==> config.mk <==
export PLATFORM = sky130hd
export DESIGN_NAME = hit_edge_detector
export DESIGN_NICKNAME = d
export VERILOG_FILES = /design/src/rtl/hit_edge_detector.sv
export SDC_FILE = /design/constraint.sdc
export NUM_CORES = 1
export LEC_CHECK = 0
export CAP_MARGIN = 20
export CORE_MARGIN = 2
export CORE_UTILIZATION = 25
export DETAILED_ROUTE_END_ITERATION = 8
export SLEW_MARGIN = 20
export SYNTH_ARGS = -nofsm -noshare
export SYNTH_HDL_FRONTEND = slang
export SYNTH_SLANG_ARGS = --single-unit
==> constraint.sdc <==
create_clock -name clk -period 4.1 [get_ports clk]
set_input_delay 0.82 -clock clk [delete_from_list [all_inputs] [get_ports clk]]
set_output_delay 0.82 -clock clk [all_outputs]
set_load 0.05 [all_outputs]
==> src/rtl/hit_edge_detector.sv <==
// hit_edge_detector: per-frame smiley collision detector with edge classification
module hit_edge_detector #(
    parameter int OBJ_W           = 32,
    parameter int OBJ_H           = 32,
    parameter int EDGE_W          = 4,
    parameter int COOLDOWN_FRAMES = 2
) (
    input  logic               clk,
    input  logic               resetN,
    input  logic               startOfFrame,
    input  logic [10:0]        pixelX,
    input  logic [10:0]        pixelY,
    input  logic signed [10:0] topLeftX,
    input  logic signed [10:0] topLeftY,
    input  logic               smileyDR,
    input  logic               brickDR,
    input  logic               borderDR,
    output logic               collision,
    output logic [3:0]         HitEdgeCode
);
    typedef enum logic {S_COLLECT, S_REPORT} state_t;
    localparam int CW = $clog2(COOLDOWN_FRAMES + 2);
    localparam logic [CW-1:0] COOL_LOAD = CW'(COOLDOWN_FRAMES);
    localparam logic [10:0] W_L = 11'(OBJ_W);
    localparam logic [10:0] H_L = 11'(OBJ_H);
    localparam logic [10:0] E_L = 11'(EDGE_W);
    localparam logic [10:0] R_L = 11'(OBJ_W - EDGE_W);
    localparam logic [10:0] B_L = 11'(OBJ_H - EDGE_W);
    logic signed [11:0] off_x, off_y;
    logic               hit, in_x, in_y;
    logic [3:0]         stg_d, stg_q, accum_d, accum_q, code_d, code_q, snap;
    logic [CW-1:0]      cool_d, cool_q;
    state_t             state_d, state_q;
    // stage 1: classify the current pixel against the smiley's edge bands
    always_comb begin
        hit   = smileyDR & (brickDR | borderDR);
        off_x = {1'b0, pixelX} - {topLeftX[10], topLeftX};
        off_y = {1'b0, pixelY} - {topLeftY[10], topLeftY};
        in_x  = !off_x[11] && (off_x[10:0] < W_L);
        in_y  = !off_y[11] && (off_y[10:0] < H_L);
        stg_d = (hit && in_x && in_y) ? {off_x[10:0] < E_L, off_y[10:0] < E_L,
                                         off_x[10:0] >= R_L, off_y[10:0] >= B_L} : 4'b0;
    end
    // frame accumulation, report FSM and cooldown bookkeeping
    always_comb begin
        snap    = accum_q | stg_q;
        accum_d = startOfFrame ? 4'b0 : snap;
        state_d = state_q;
        cool_d  = cool_q;
        code_d  = code_q;
        if (state_q == S_REPORT) begin
            state_d = S_COLLECT;
            cool_d  = COOL_LOAD;
        end else if (startOfFrame) begin
            if (cool_q != '0) begin
                cool_d = cool_q - 1'b1;
            end else if (snap != 4'b0) begin
                code_d  = snap;
                state_d = S_REPORT;
            end
        end
    end
    assign collision   = (state_q == S_REPORT);
    assign HitEdgeCode = code_q;
    // state registers with synchronous active-low reset
    always_ff @(posedge clk) begin
        if (!resetN) begin
            stg_q   <= 4'b0;
            accum_q <= 4'b0;
            code_q  <= 4'b0;
            cool_q  <= '0;
            state_q <= S_COLLECT;
        end else begin
            stg_q   <= stg_d;
            accum_q <= accum_d;
            code_q  <= code_d;
            cool_q  <= cool_d;
            state_q <= state_d;
        end
    end
endmodule
==> summary.txt <==
clock network fraction of total power: 0.247
Reg2Reg Launch Point: cool_q[0]$_SDFFE_PP0P_
total grt overflow: 0
initial antenna violation count: 0
crit path DAT: 3.61 ns
first-pass GRT wire length: 6.67 mm
Post-synth EDFFs: 0
register area share after synthesis: 0.178
Worst Hold Class: reg -> reg
Max-Cap Viols: 0
Post-Layout Inst Area: 2370 um^2
final net count: 348
Root Buffer: clkbuf_8
hold_buf cts: 0
VDD IR-drop max: 0.0846 mV
drt via density: 4.78
switching power: 0.000158 W
CTS max path bufs: 2
Final min period: 3.44 ns
CP Capture Type: register
flop and latch count out of synthesis: 15
combinational share of power: 0.454
placed instance area: 2320 um^2
Initial Util: 0.262
Final Non-Filler Cells: 350
Hold WS: 0.486 ns
Pleak: 1.05 nW
H-tree depth: 1
drt wl/cell: 11.0 um
Power Dens Cells: 206 nW/um^2
final hold vios: 0
Core Util, Final: 0.369
syn avg cell area: 7.83 um^2
Primary FF master, synth: dfxtp_1
CP Max Fanout: 4
routability cong.: 0.802
I/O pins: 55
Seq pwr share: 0.299
chip width: 86.0 um
Hold Crit Depth: 2
clk slew on worst S/H paths: 0.06 ns
dpl hpwl: 3.29 mm
Total GRT Usage: 0.107
Slew Viols, Final: 0
# diodes: 0
Distinct cells, synth: 51
vias in the first global route: 1607
Buffers on Ports: 54
Crit path required time: 4.27 ns
crit-path max cell delay: 0.46 ns
CTS tree: yes
Worst-Margin Slew: 0.552 ns
final setup TNS: 0 ns
Cells after DPL: 346
cell area after synthesis: 1680 um^2
Final period util: 0.839
Internal Power: 0.000330 W
Setup Viol. Count Final: 0
async set or reset register ratio after synthesis: 0
area growth from synthesis to layout: 40.7%
type of origin of the critical path: input pin
status: finished clean
clk sinks: 15
Clock Latency Late Sink: 0.25 ns
core box area: 6420 um^2
drt total wl: 3.83 mm
CP cell instances: clkdlybuf4s50_1, ha_1, inv_1, fa_1, a21o_1, a221oi_2, xnor2_1, or4_4, a2111oi_4, o2111ai_2, nor3_1
post-route ant nets: 0
RR Endpoint: HitEdgeCode[2]$_SDFFE_PN0P_
crit path kind: in -> reg
largest net degree at the start of global routing: 11
reg2reg path depth: 6
relative slew slack: 0.627
postcts setup bufs: 0
Yosys warnings: 0
unrepaired setup endpoints after global routing: no
final clock skew: 0.000538 ns
syn nets: 289
CP max stage cell: clkdlybuf4s50_1
Gate Count Post-Synth: 215
fraction of layout cells with a size suffix above 1: 0.0513
Sw Share: 0.324
R2R Setup Slk: 2.46 ns
DR DRC count: 0
Min-Delay Startpoint: HitEdgeCode[1]$_SDFFE_PN0P_
DRT Pass-1 Iters: 4
Site Rows: 29
Resized cells post-CTS: 0
Via Count: 1673
Num CTS Buffers: 3
DIE AREA: 7400 um^2
initial DRC count: 54
Die H: 86.0 um
hold worst-path end: HitEdgeCode[1]$_SDFFE_PN0P_
Max Clk Rate: 0.291 GHz
## cell families (layout without fill, tap and decap cells)
kind of cell             after synthesis  after routing  synth area share
buffers and inverters                 35             93            0.0781
adder cells (fa/ha/maj)               24             24             0.187
flip-flops                            15             15             0.178
AO/OA/AOI/OAI                         62             62             0.271
XOR/XNOR                              10             10            0.0520
multiplexers                           3              3            0.0186
AND/OR/NAND/NOR                       66             66             0.215
## layer usage
layer / share of wire / global-route usage
met2: 0.45 / 0.180
met3: 0.054 / 0.0231
met5: 0 / 0
met4: 0.0034 / 0.0188
met1: 0.49 / 0.142
## area by class of cell
cell class                      count  area, um^2
Fill cell                         668        4050
Multi-Input combinational cell    165        1250
Timing Repair Buffer               54         541
Sequential cell                    15         300
Inverter                           35         131
Tap cell                           77        96.3
Clock buffer                        3        41.3
Clock inverter                      1        7.51
## power by group through the flow
stage	Clock [W]	Combinational (W)	Sequential (W)
CTS	0.000126	0.000224	0.000146
floorplan	0	0.000143	0.000149
global route	0.000131	0.000248	0.000146
finish	0.000121	0.000222	0.000146
detailed placement	0	0.000222	0.000149
global placement	0	0.000221	0.000149
## cell usage in the layout (no fill, tap or decap), types with 3 or more instances in the layout
master           instances
clkdlybuf4s50_1         54
inv_1                   35
ha_1                    22
nor2_1                  19
dfxtp_1                 15
a21oi_1                 13
o21ai_0                 11
nand2_1                  8
nor3_1                   7
nand2b_1                 5
xor2_1                   5
xnor2_1                  5
nand3_1                  5
o211a_1                  4
o211ai_1                 4
a21o_1                   4
o21a_1                   4
nor2b_1                  3
a31oi_1                  3
and3_1                   3
or3_1                    3
clkbuf_8                 3
## Yosys cell counts, drive strengths merged, types with 2 or more instances
cell | n | area share
a2111oi | 2 | 0.022
a21boi | 2 | 0.0089
a21o | 4 | 0.018
a21oi | 13 | 0.039
a31oi | 3 | 0.011
a32oi | 2 | 0.010
and3 | 3 | 0.011
dfxtp | 15 | 0.18
fa | 2 | 0.024
ha | 22 | 0.16
inv | 35 | 0.078
mux2i | 2 | 0.012
nand2 | 8 | 0.018
nand2b | 5 | 0.019
nand3 | 5 | 0.015
nor2 | 19 | 0.042
nor2b | 3 | 0.011
nor3 | 7 | 0.021
o2111ai | 3 | 0.019
o211a | 4 | 0.024
o211ai | 4 | 0.018
o21a | 4 | 0.018
o21ai | 12 | 0.036
or2 | 2 | 0.0074
or3 | 4 | 0.018
or4b | 2 | 0.012
xnor2 | 5 | 0.026
xor2 | 5 | 0.026
## worst max-delay path, delay by kind of cell
kind,cells,cell delay [ns]
AOI/OAI and AO/OA,4,0.97
and+or+nand+nor,2,0.66
adders and majority gates,2,0.55
buffers and inverters,2,0.51
xor gates and xnor gates,1,0.10
## registers in the layout, indices dropped and copies added (netlist names)
name	cells
HitEdgeCode	4
cool_q	2
stg_q	4
collision	1
accum_q	4
## worst max-delay path by stage
stage | from | to | slack, ns
3_3_place_gp | topLeftY[0] | stg_q[2]$_SDFF_PN0_ | 0.46
2_1_floorplan | pixelY[0] | stg_q[0]$_SDFF_PN0_ | 0.99
6_report | topLeftY[0] | stg_q[0]$_SDFF_PN0_ | 0.66
5_1_grt | pixelY[0] | stg_q[3]$_SDFF_PN0_ | 0.44
4_1_cts | topLeftY[0] | stg_q[2]$_SDFF_PN0_ | 0.65
3_5_place_dp | topLeftY[0] | stg_q[2]$_SDFF_PN0_ | 0.39
## metrics by stage
stage / setup WS [ns] / power [W]
floorplan: 0.988 / 0.000292
global placement: 0.465 / 0.000370
detailed placement: 0.389 / 0.000371
CTS: 0.652 / 0.000495
global route: 0.441 / 0.000524
finish: 0.662 / 0.000488
No activity file was read; power rests on OpenSTA's default activity.
